File: src/rtl/pokey_mix_pkg.sv
// Shared constants and the per-channel volume term for the POKEY audio mixer.
package pokey_mix_pkg;

  localparam int unsigned NUM_CH = 4;
  localparam int unsigned VOL_W  = 4;
  localparam int unsigned MIX_W  = 6;
  localparam int unsigned DSM_W  = 6;

  // Volume-only mode passes the volume straight through, ignoring the waveform.
  function automatic logic [MIX_W-1:0] chan_term(input logic [VOL_W-1:0] vol,
                                                 input logic             vol_only,
                                                 input logic             audio);
    return (vol_only || audio) ? MIX_W'(vol) : '0;
  endfunction

endpackage

File: src/rtl/pokey_dsm_dac.sv
// First-order delta-sigma modulator: ones density on dac_out tracks mix_r / 64.
module pokey_dsm_dac
  import pokey_mix_pkg::*;
(
  input  logic             clk179,
  input  logic             init_L,
  input  logic [MIX_W-1:0] mix_r,
  output logic             dac_out
);

  logic [DSM_W-1:0] dsm_acc_q;
  logic [DSM_W:0]   dsm_sum;

  assign dsm_sum = {1'b0, dsm_acc_q} + {1'b0, mix_r};

  always_ff @(posedge clk179 or negedge init_L) begin
    if (!init_L) begin
      dsm_acc_q <= '0;
      dac_out   <= 1'b0;
    end else begin
      dsm_acc_q <= dsm_sum[DSM_W-1:0];
      dac_out   <= dsm_sum[DSM_W];
    end
  end

endmodule

File: src/rtl/pokey_audio_mixer.sv
// Mixes the four POKEY channels, decimates into PCM samples over valid/ready.
// Define POKEY_MIX_DSM_EN to add the 1-bit delta-sigma DAC output.
module pokey_audio_mixer
  import pokey_mix_pkg::*;
#(
  parameter int unsigned DECIM_LOG2 = 5,
  parameter int unsigned SW         = 6 + DECIM_LOG2
) (
  input  logic          clk179,
  input  logic          init_L,
  input  logic          audio1,
  input  logic          audio2,
  input  logic          audio3,
  input  logic          audio4,
  input  logic [3:0]    vol1,
  input  logic [3:0]    vol2,
  input  logic [3:0]    vol3,
  input  logic [3:0]    vol4,
  input  logic          volOnly1,
  input  logic          volOnly2,
  input  logic          volOnly3,
  input  logic          volOnly4,
  input  logic          mute,
  input  logic          sample_ready,
  output logic          sample_valid,
  output logic [SW-1:0] sample_data,
  output logic          overrun,
  input  logic          clear_ovr,
  output logic          dac_out
);

  logic [NUM_CH-1:0] audio_in, vol_only;
  logic [VOL_W-1:0]  vol [NUM_CH];

  assign audio_in = {audio4, audio3, audio2, audio1};
  assign vol_only = {volOnly4, volOnly3, volOnly2, volOnly1};
  assign vol[0]   = vol1;
  assign vol[1]   = vol2;
  assign vol[2]   = vol3;
  assign vol[3]   = vol4;

  logic [NUM_CH-1:0]     audio_meta_q, audio_sync_q;
  logic [MIX_W-1:0]      mix_d, mix_q;
  logic [DECIM_LOG2-1:0] cnt_q;
  logic [SW-1:0]         acc_q, acc_d, result;
  logic                  win_end;
  logic                  valid_d, valid_q, ovr_d, ovr_q;
  logic [SW-1:0]         data_d, data_q;

  always_comb begin
    mix_d = '0;
    if (!mute) begin
      for (int i = 0; i < NUM_CH; i++) begin
        mix_d = mix_d + chan_term(vol[i], vol_only[i], audio_sync_q[i]);
      end
    end
  end

  assign win_end = (cnt_q == {DECIM_LOG2{1'b1}});
  assign result  = acc_q + SW'(mix_q);

  always_comb begin
    acc_d   = win_end ? '0 : result;
    valid_d = valid_q;
    data_d  = data_q;
    ovr_d   = ovr_q;
    if (clear_ovr) ovr_d = 1'b0;
    if (win_end) begin
      // A consumer accepting on the window-end edge frees the slot for the new result.
      if (!valid_q || sample_ready) begin
        valid_d = 1'b1;
        data_d  = result;
      end else begin
        ovr_d = 1'b1;
      end
    end else if (valid_q && sample_ready) begin
      valid_d = 1'b0;
    end
  end

  always_ff @(posedge clk179 or negedge init_L) begin
    if (!init_L) begin
      audio_meta_q <= '0;
      audio_sync_q <= '0;
      mix_q        <= '0;
      cnt_q        <= '0;
      acc_q        <= '0;
      valid_q      <= 1'b0;
      data_q       <= '0;
      ovr_q        <= 1'b0;
    end else begin
      audio_meta_q <= audio_in;
      audio_sync_q <= audio_meta_q;
      mix_q        <= mix_d;
      cnt_q        <= cnt_q + 1'b1;
      acc_q        <= acc_d;
      valid_q      <= valid_d;
      data_q       <= data_d;
      ovr_q        <= ovr_d;
    end
  end

  assign sample_valid = valid_q;
  assign sample_data  = data_q;
  assign overrun      = ovr_q;

`ifdef POKEY_MIX_DSM_EN
  pokey_dsm_dac u_dsm (
    .clk179  (clk179),
    .init_L  (init_L),
    .mix_r   (mix_q),
    .dac_out (dac_out)
  );
`else
  assign dac_out = 1'b0;
`endif

endmodule
File: config.mk
export PLATFORM = sky130hd
export DESIGN_NAME = pokey_audio_mixer
export DESIGN_NICKNAME = d
export VERILOG_FILES = /design/src/rtl/pokey_mix_pkg.sv /design/src/rtl/pokey_dsm_dac.sv /design/src/rtl/pokey_audio_mixer.sv
export SDC_FILE = /design/constraint.sdc
export NUM_CORES = 1
export LEC_CHECK = 0
export CAP_MARGIN = 20
export CELL_PAD_IN_SITES_DETAIL_PLACEMENT = 2
export CELL_PAD_IN_SITES_GLOBAL_PLACEMENT = 2
export CORE_MARGIN = 2
export CORE_UTILIZATION = 35
export CTS_CLUSTER_DIAMETER = 40
export CTS_CLUSTER_SIZE = 28
export DETAILED_ROUTE_END_ITERATION = 16
export PLACE_DENSITY = 0.91
export SETUP_SLACK_MARGIN = 0.02
export SYNTH_ARGS = -nofsm -noshare
export SYNTH_HDL_FRONTEND = slang
export SYNTH_SLANG_ARGS = --single-unit
File: constraint.sdc
create_clock -name clk179 -period 4.77 [get_ports clk179]
set_input_delay 0.7155 -clock clk179 [delete_from_list [all_inputs] [get_ports clk179]]
set_output_delay 0.7155 -clock clk179 [all_outputs]
set_load 0.05 [all_outputs]
==> results of run 1 <==
## registers in the layout (all words and copies together) (netlist names)
register and flops:
acc_q 11, audio_meta_q 4, audio_sync_q 4, cnt_q 5, mix_q 6, overrun 1, sample_data 11, sample_valid 1
## stage by stage
| stage | cells | power (mW) |
|---|---|---|
| final | 312 | 1.59 |
| after global routing | 312 | 1.70 |
| after CTS | 312 | 1.61 |
| after detailed placement | 304 | 1.25 |
| after global placement | 304 | 1.20 |
| after floorplan | 193 | 1.02 |
## final timing paths
check | depth (start not counted) | endpoint | startpoint | slack [ns]
worst max-delay path | 12 | mix_q[4]$_DFF_PN0_ | volOnly1 | 1.33
worst min-delay path | 0 | audio_sync_q[0]$_DFF_PN0_ | audio_meta_q[0]$_DFF_PN0_ | 0.36
worst max register to register | 11 | mix_q[4]$_DFF_PN0_ | audio_sync_q[0]$_DFF_PN0_ | 1.79
worst min register to register | 0 | audio_sync_q[0]$_DFF_PN0_ | audio_meta_q[0]$_DFF_PN0_ | 0.36
max in group asynchronous | 1 | sample_data[6]$_DFFE_PN0P_ | init_L | 3.61
min in group asynchronous | 1 | audio_sync_q[1]$_DFF_PN0_ | init_L | 0.56
## layer usage
layer  track usage [%]  up-vias
li1                  -      709
met1              19.9      778
met2              34.0       28
met3              3.52        7
met4              4.50        0
met5                 0        -
## worst max-delay path: cells and delay by family
kind / cells / cell delay [ns]
AO/OA/AOI/OAI: 2 / 0.36
XOR/XNOR: 1 / 0.16
adder cells (fa/ha/maj): 3 / 1.42
buffers and inverters: 3 / 0.56
AND/OR/NAND/NOR: 3 / 0.38
## cell usage in the layout, fill, tap and decap left out
master | Yosys | final
a211oi_1 | 1 | 1
a21boi_0 | 1 | 1
a21boi_1 | 1 | 1
a21o_1 | 2 | 2
a21oi_1 | 6 | 6
and2_1 | 1 | 1
and3_1 | 1 | 1
buf_2 | 1 | 1
bufinv_16 | 0 | 2
clkbuf_1 | 2 | 1
clkbuf_8 | 0 | 5
clkdlybuf4s50_1 | 0 | 40
conb_1 | 1 | 1
dfrtp_1 | 43 | 43
fa_1 | 9 | 9
ha_1 | 13 | 13
inv_1 | 21 | 21
mux2_2 | 2 | 2
nand2_1 | 12 | 12
nand2b_1 | 1 | 1
nand3_1 | 1 | 1
nor2_1 | 15 | 15
nor2b_1 | 14 | 14
nor2b_4 | 1 | 1
nor3_1 | 3 | 3
o2111a_1 | 1 | 1
o211ai_1 | 2 | 2
o21a_1 | 4 | 4
o21ai_0 | 12 | 12
o21ai_1 | 7 | 7
o22ai_1 | 1 | 1
o31ai_1 | 1 | 1
o31ai_4 | 1 | 1
xnor2_1 | 4 | 4
xor2_1 | 6 | 6
## cell type report
cell class,count,share of cell area (%)
Clock inverter,2,2.19
Clock buffer,6,2.65
Inverter,21,2.88
Sequential cell,43,39.3
Timing Repair Buffer,41,14.8
Tap cell,75,3.43
Multi-Input combinational cell,124,34.8
## report_power, final
part           total, mW  internal [mW]  switching, mW  leakage (nW)
combinational      0.727          0.282          0.444         0.660
sequential         0.527          0.467         0.0597         0.526
clock              0.338          0.209          0.128        0.0654
## logic make-up after synthesis
group	after synthesis	synth area share (%)
adder cells (fa/ha/maj)	22	16.1
buffers and inverters	26	4.87
other	1	0.176
XOR/XNOR	10	4.11
flip-flops	43	50.5
AND/OR/NAND/NOR	49	11.3
AO/OA/AOI/OAI	40	11.9
multiplexers	2	1.06
==> impl_metrics.tcl, run 1 <==
set metrics [dict create \
    status "complete, no violations" \
    grt_max_degree 44 \
    irDropWorstVdd_v 0.000279 \
    path_clk_slew_ns 0.08 \
    final_max_slew_viol_count 0 \
    worstPathRequired_ns 4.95 \
    multi_input_area_um2 952 \
    vias 1522 \
    yosysSeqAreaShare_pct 50.5 \
    postCtsSetupBuffers 0 \
    syn_nets 244 \
    nets 287 \
    dp_hpwl_um 3990 \
    core-area_um2 5920 \
    ios 43 \
    cts.htree.levels 2 \
    ys.flop_type "dfrtp_1" \
    yosysTopAreaCell "dfrtp_1" \
    fin_area_um2 2740 \
    leakage_nw 1.25 \
    fmax_mhz 291 \
    dieArea_um2 6730 \
    ys_top_cells_by_area "dfrtp_1 (50%), fa_1 (8.5%), ha_1 (7.6%)" \
    relSlewSlack_pct 36.4 \
    post_dp_cell_area_um2 2610 \
    ys_seq_elements 43 \
    tns_ns 0 \
    grt_pass1_vias 1774 \
    post-route-period-util_pct 72.1 \
    grt_pass1_wl_um 8800 \
    tightest_slew_ns 0.954 \
    regArea_um2 1080 \
    top_layer_used "met4" \
    wl_per_cell_um 16.8 \
    grt_overflow_total 0 \
    met2WireLength_um 2950 \
    pwr_density_cell_nw_per_um2 581 \
    grt_usage_pct 17.7 \
    viasPerCell 4.88 \
    cp-start-kind "primary input" \
    netlist_top_cells_count "dfrtp_1 (43), inv_1 (21), nor2_1 (15)" \
    clk_latency_ns 0.30 \
    drt_iter0_markers 27 \
    endpoint_kind "flop" \
    postSynthCellCount 193 \
    finClkSkew_ns 0.00608 \
    row_count 28 \
    path_cells "clkdlybuf4s50_1, nor2_1, nor2b_1, fa_1, inv_1, fa_1, inv_1, ha_1, a21o_1, a21oi_1, xor2_1, nor2_1" \
    fin_util_pct 46.3 \
    wl_met1_um 2070 \
    setup_viol 0 \
    slowest_delay_ns 0.59 \
    hold_slack_ns 0.358 \
    antenna_left 0 \
    clockRootBuffer "clkbuf_8" \
    drc 0 \
    yosysWarningCount 0 \
    synth_edf_count 0 \
    synth-async-reset-ratio_pct 100 \
    cts_hold_buf 0 \
    port_buffers 41 \
    clock_sinks 43 \
    die_h_um 82.1 \
    min-delay-path-class "reg2reg" \
    dpl_worst_slack_ns 0.981 \
    arrival_ns 3.62 \
    cts.path.max_buffers 2 \
    drive_gt1_share_pct 5.06 \
    worst_slack_ns 1.33 \
    routed-wl-met3_um 148 \
    cp_max_fo 3 \
    antennaDiodeCount 0 \
    ys_types 34 \
    synth_top_area_share_pct 50.5 \
    grt_setup_unrepaired "no" \
    gp_congestion 0.747 \
    dr.pass1.iters 2 \
    antenna_found_initial 0 \
    maxCapViolations 0 \
    cts-resized-gates 0 \
    hold_viol 0 \
    chipWidth_um 82.1 \
    start_util_pct 36.0 \
    cts_inserted_buffers 5 \
    min_period_ns 3.44 \
    finalWirelength_um 5230 \
    cts_tree "done" \
    area_growth_syn_to_layout_pct 28.5 \
    synth_area_um2 2130 \
    critical-path-slowest-cell "fa_1" \
    synthMostInstantiatedCell "dfrtp_1" \
    synth.avg_cell_area_um2 11.0 \
    fill_cells 613 \
    crit_type "in2reg" \
]
Note: power is estimated with default switching activity, not from simulation.
==> run 2, diff against run 1 <==
- CORE_UTILIZATION: 35 -> 29
- PLACE_DENSITY: 0.91 -> 0.81
- clock period: 4.77 -> 3 ns (I/O delays scaled with it)
==> impl_metrics.tcl, run 2 (synthesized netlist as in run 1, its figures left out) <==
set metrics [dict create \
    grt_use_met3_pct 3.35 \
    final_cell_mix "dfrtp_1 (43), clkdlybuf4s50_1 (36), inv_1 (20)" \
    layout_commonest_cell "dfrtp_1" \
    leakage_nw 1.29 \
    grt_pass1_vias 1798 \
    setup_viol 0 \
    grt_max_degree 44 \
    status "complete, no violations" \
    cts.path.max_buffers 2 \
    clockRootBuffer "clkbuf_8" \
    crit_start "vol2[1]" \
    reg2reg_depth 12 \
    fill_cells 762 \
    dp_hpwl_um 3840 \
    final_max_slew_viol_count 0 \
    path_clk_slew_ns 0.09 \
    drc 0 \
    met2_usage_pct 25.3 \
    fin_area_um2 2810 \
    grt_overflow_total 0 \
    ios 43 \
    min-delay-path-class "in2async" \
    area_growth_syn_to_layout_pct 32.0 \
    fmax_mhz 346 \
    finClkSkew_ns 0.00626 \
    cts.htree.levels 2 \
    nets 289 \
    clock_sinks 43 \
    cts_hold_buf 0 \
    antenna_found_initial 0 \
    grt_setup_unrepaired "no" \
    vias 1521 \
    rr_startpoint "audio_sync_q[0]$_DFF_PN0_" \
    tightest_slew_ns 0.956 \
    globalRouteMet1Util_pct 14.7 \
    fin_util_pct 39.2 \
    cp-start-kind "primary input" \
    post_dp_cell_area_um2 2650 \
    port_buffers 41 \
    hold_viol 0 \
    post-route-period-util_pct 96.2 \
    tns_ns 0 \
    dieArea_um2 8050 \
    clk_latency_ns 0.30 \
    cts_tree "done" \
    antenna_left 0 \
    grt_usage_pct 13.1 \
    busiest_layer "met2" \
    worst_r2r_endpoint "mix_q[5]$_DFF_PN0_" \
    r2r_slack_ns 0.19 \
    wl_per_cell_um 14.7 \
    viasPerCell 4.50 \
    dr.pass1.iters 3 \
    cp_max_fo 2 \
    arrival_ns 3.10 \
    cts_inserted_buffers 5 \
    irDropWorstVdd_v 0.000326 \
    hold_slack_ns 0.307 \
    pwr_density_cell_nw_per_um2 867 \
    crit_type "in2reg" \
    maxCapViolations 0 \
    core-area_um2 7180 \
    grt_pass1_wl_um 8600 \
    drt_iter0_markers 39 \
    min_period_ns 2.89 \
    row_count 31 \
    relSlewSlack_pct 36.3 \
    drive_gt1_share_pct 11.3 \
    start_util_pct 29.7 \
    endpoint_kind "flop" \
    worstPathRequired_ns 3.21 \
    crit_end "mix_q[5]$_DFF_PN0_" \
    finalWirelength_um 4970 \
    chipWidth_um 89.7 \
    gp_congestion 0.747 \
    antennaDiodeCount 0 \
    die_h_um 89.7 \
]
[run 2: cell count changes in the layout (fill, tap and decap cells not counted), moves of 2 or more]
| cell | previous run | this run |
|---|---|---|
| buf_4 | 0 | 2 |
| clkdlybuf4s50_1 | 40 | 36 |
| dlymetal6s2s_1 | 0 | 3 |
| fa_1 | 9 | 7 |
| fa_2 | 0 | 2 |
| nor2_1 | 15 | 12 |
| nor2_4 | 0 | 2 |
| nor2b_1 | 14 | 10 |
| nor2b_2 | 0 | 3 |
[run 2: power breakdown]
| group | internal [mW] | switching, mW | leakage, nW | total (mW) |
|---|---|---|---|---|
| sequential | 0.743 | 0.0877 | 0.526 | 0.831 |
| combinational | 0.462 | 0.690 | 0.706 | 1.15 |
| clock | 0.248 | 0.208 | 0.0581 | 0.456 |
| total | 1.45 | 0.986 | 1.29 | 2.44 |
[run 2: routing by layer]
metal | vias to the layer above | share of wire [%]
li1 | 714 | -
met1 | 774 | 41
met2 | 28 | 55
met3 | 5 | 3.5
met4 | 0 | 0.54
met5 | - | 0
[run 2: worst min-delay path by stage]
stage | start | endpoint | cells after the start
6_report | init_L | mix_q[3]$_DFF_PN0_ | 1
3_5_place_dp | audio_meta_q[1]$_DFF_PN0_ | audio_sync_q[1]$_DFF_PN0_ | 0
5_1_grt | init_L | audio_sync_q[1]$_DFF_PN0_ | 1
2_1_floorplan | init_L | acc_q[0]$_DFF_PN0_ | 0
4_1_cts | init_L | cnt_q[1]$_DFF_PN0_ | 1
3_3_place_gp | audio_meta_q[0]$_DFF_PN0_ | audio_sync_q[0]$_DFF_PN0_ | 0
[run 2: cell type report]
type	instances	area, um2	area share, %
repair buffers	43	427	15.2
well taps	99	124	4.40
clock buffers	5	68.8	2.45
clock inverters	3	43.8	1.56
inverters	21	78.8	2.80
flip-flops and latches	43	1080	38.2
multi-input cells	124	996	35.4
[run 2: through the flow]
| step | power (mW) | std cells | setup slack (ns) |
|---|---|---|---|
| 4_1_cts | 2.48 | 338 | 0.0552 |
| 5_1_grt | 2.64 | 338 | 0.00683 |
| 3_3_place_gp | 1.93 | 330 | -0.393 |
| 3_5_place_dp | 1.99 | 330 | -0.426 |
| 6_report | 2.44 | 338 | 0.113 |
| 2_1_floorplan | 1.62 | 193 | 0.226 |
[run 2: critical path: stages]
cell and delay, ns:
clkdlybuf4s50_1 0.41, nor2b_2 0.17, fa_1 0.49, inv_1 0.05, fa_1 0.44, inv_1 0.07
ha_2 0.18, inv_2 0.04, fa_2 0.39, nor2b_2 0.14, o21ai_1 0.08, a21oi_1 0.17
[run 2: repair_timing]
item	in CTS	in global routing
pin swaps	2	7
resized for setup	10	10
endpoints found under the setup margin	3	3
setup buffers	0	0
==> run 3, diff against run 2 <==
- CORE_UTILIZATION: 29 -> 36
- DONT_BUFFER_PORTS: unset -> 1
- SYNTH_HIERARCHICAL: unset -> 1
==> impl_metrics.tcl, run 3 <==
set metrics [dict create \
    arrival_ns 3.07 \
    cts.htree.levels 2 \
    yosysWarningCount 6 \
    gp_congestion 0.764 \
    rr_startpoint "audio_sync_q[0]$_DFF_PN0_" \
    final_cell_mix "dfrtp_1 (43), inv_1 (21), nor2b_1 (14)" \
    antenna_left 0 \
    ys_top_cells_by_area "dfrtp_1 (50%), fa_1 (8.5%), ha_1 (7.6%)" \
    start_util_pct 36.7 \
    synth-async-reset-ratio_pct 100 \
    cp-start-kind "flop" \
    path_clk_slew_ns 0.08 \
    clk_latency_ns 0.30 \
    dr.pass1.iters 4 \
    min_period_ns 2.85 \
    drt_iter0_markers 34 \
    finalWirelength_um 4690 \
    grt_setup_unrepaired "yes" \
    post-route-period-util_pct 94.9 \
    grt_max_degree 44 \
    dp_hpwl_um 3390 \
    wl_per_cell_um 17.0 \
    post_dp_cell_area_um2 2210 \
    netlist_top_cells_count "dfrtp_1 (43), inv_1 (21), nor2_1 (15)" \
    layout_commonest_cell "dfrtp_1" \
    tightest_slew_ns 0.511 \
    clock_sinks 43 \
    row_count 28 \
    die_h_um 81.0 \
    yosysTopAreaCell "dfrtp_1" \
    hold_depth 0 \
    crit_type "reg2reg" \
    hold_viol 0 \
    fin_util_pct 40.8 \
    grt_pass1_wl_um 7690 \
    viasPerCell 4.88 \
    hold_slack_ns 0.173 \
    grt_usage_pct 15.8 \
    pwr_density_cell_nw_per_um2 960 \
    cts_inserted_buffers 5 \
    relSlewSlack_pct 66.0 \
    cts.path.max_buffers 2 \
    grt_overflow_total 0 \
    fill_cells 640 \
    irDropWorstVdd_v 0.000388 \
    yosysSeqAreaShare_pct 50.5 \
    ys_seq_elements 43 \
    p_int_mw 1.30 \
    syn_nets 244 \
    setup_viol 0 \
    dieArea_um2 6550 \
    multi_input_area_um2 965 \
    synthMostInstantiatedCell "dfrtp_1" \
    area_growth_syn_to_layout_pct 11.2 \
    status "complete, no violations" \
    power_frac_comb_pct 32.6 \
    finClkSkew_ns 0.00413 \
    regArea_um2 1080 \
    r2r_slack_ns 0.15 \
    ios 43 \
    synth_top_area_share_pct 50.5 \
    port_buffers 0 \
    antenna_found_initial 0 \
    ys.flop_type "dfrtp_1" \
    min_from "audio3" \
    clockRootBuffer "clkbuf_8" \
    fin_area_um2 2370 \
    pwr-share-clk_pct 19.8 \
    seqPwrFrac_pct 47.7 \
    worstPathRequired_ns 3.22 \
    drc 0 \
    power.switching_uw 977 \
    maxCapViolations 0 \
    synth_area_um2 2130 \
    hold-path-endpoint "audio_meta_q[2]$_DFF_PN0_" \
    endpoint_kind "flop" \
    leakage_nw 1.11 \
    switching_share_pct 42.9 \
    reg2reg_depth 12 \
    antennaDiodeCount 0 \
    vias 1342 \
    final_max_slew_viol_count 0 \
    core-area_um2 5820 \
    min-delay-path-class "in2reg" \
    drive_gt1_share_pct 9.00 \
    ys_types 34 \
    crit_start "audio_sync_q[0]$_DFF_PN0_" \
    nets 250 \
    cts_tree "done" \
    cp_max_fo 3 \
    chipWidth_um 81.0 \
    postSynthCellCount 193 \
    synth_edf_count 0 \
    fmax_mhz 351 \
    grt_pass1_vias 1546 \
    worst_r2r_endpoint "mix_q[5]$_DFF_PN0_" \
    synth.avg_cell_area_um2 11.0 \
]
-- run 3: cell types whose count changed in the layout (fill, tap and decap cells not counted), moves of 2 or more --
| cell | previous run | this run |
|---|---|---|
| nor2b_2 | 3 | 0 |
| fa_1 | 7 | 9 |
| nor2b_1 | 10 | 14 |
| dlymetal6s2s_1 | 3 | 0 |
| clkdlybuf4s50_1 | 36 | 0 |
| fa_2 | 2 | 0 |
-- run 3: power groups by stage --
| stage | combinational [mW] | sequential, mW | clock, mW |
|---|---|---|---|
| 6_report | 0.741 | 1.09 | 0.450 |
| 5_1_grt | 0.848 | 1.11 | 0.489 |
| 4_1_cts | 0.742 | 1.09 | 0.464 |
| 3_5_place_dp | 0.700 | 1.10 | 0 |
| 3_3_place_gp | 0.651 | 1.09 | 0 |
| 2_1_floorplan | 0.551 | 1.06 | 0 |
-- run 3: metal layers --
layer  part of all wire [%]  wire length, um  GRT usage [%]  vias up
met5                      0                0              0        -
met4                   0.43               20           2.03        0
met3                    4.5              212           5.22        2
met2                     54             2530           28.7       28
met1                     41             1920           18.7      677
li1                       -                -              -      635
-- run 3: cell type report --
cell class / instances / share of cell area [%]
flip-flops and latches: 43 / 45.4
multi-input cells: 124 / 40.7
well taps: 75 / 3.96
inverters: 21 / 3.32
clock buffers: 5 / 2.90
repair buffers: 4 / 1.90
clock inverters: 3 / 1.85
-- run 3: logic make-up after synthesis --
kind of cell,Yosys count,share of synthesized area (%)
muxes,2,1.06
buffers and inverters,26,4.87
xor gates and xnor gates,10,4.11
adders and majority gates,22,16.1
AOI/OAI and AO/OA,40,11.9
and+or+nand+nor,49,11.3
other,1,0.176
DFF,43,50.5
-- run 3: stage by stage --
stage          total power, mW  instances  TNS, ns  worst slack, ns
3_5_place_dp              1.80        264  -0.0139          -0.0139
2_1_floorplan             1.62        193        0            0.226
5_1_grt                   2.45        275  -0.0293          -0.0293
3_3_place_gp              1.74        264        0           0.0980
6_report                  2.28        275        0            0.153
4_1_cts                   2.30        274        0           0.0227
-- run 3: worst max-delay path by stage --
stage               cells after the start  slack (ns)            endpoint
floorplan                              11        0.23  mix_q[4]$_DFF_PN0_
global placement                       11         0.1  mix_q[4]$_DFF_PN0_
detailed placement                     11       -0.01  mix_q[4]$_DFF_PN0_
CTS                                    11        0.02  mix_q[4]$_DFF_PN0_
global route                           12       -0.03  mix_q[5]$_DFF_PN0_
finish                                 12        0.15  mix_q[5]$_DFF_PN0_
-- run 3: worst max-delay path, cell delays in order (launching register included) --
cell	delay, ns
dfrtp_1	0.42
nor2_4	0.14
nor2b_1	0.08
fa_1	0.53
inv_1	0.05
fa_1	0.46
inv_1	0.07
ha_1	0.17
inv_1	0.05
fa_1	0.40
nor2b_1	0.17
o21ai_0	0.10
a21oi_1	0.14
-- run 3: repair_timing --
item | 4_1_cts | 5_1_grt
resized for setup | 0 | 4
setup buffers | 0 | 1
hold buffers | 2 | 0
setup endpoints to repair | 0 | 3
hold endpoints to repair | 43 | 0
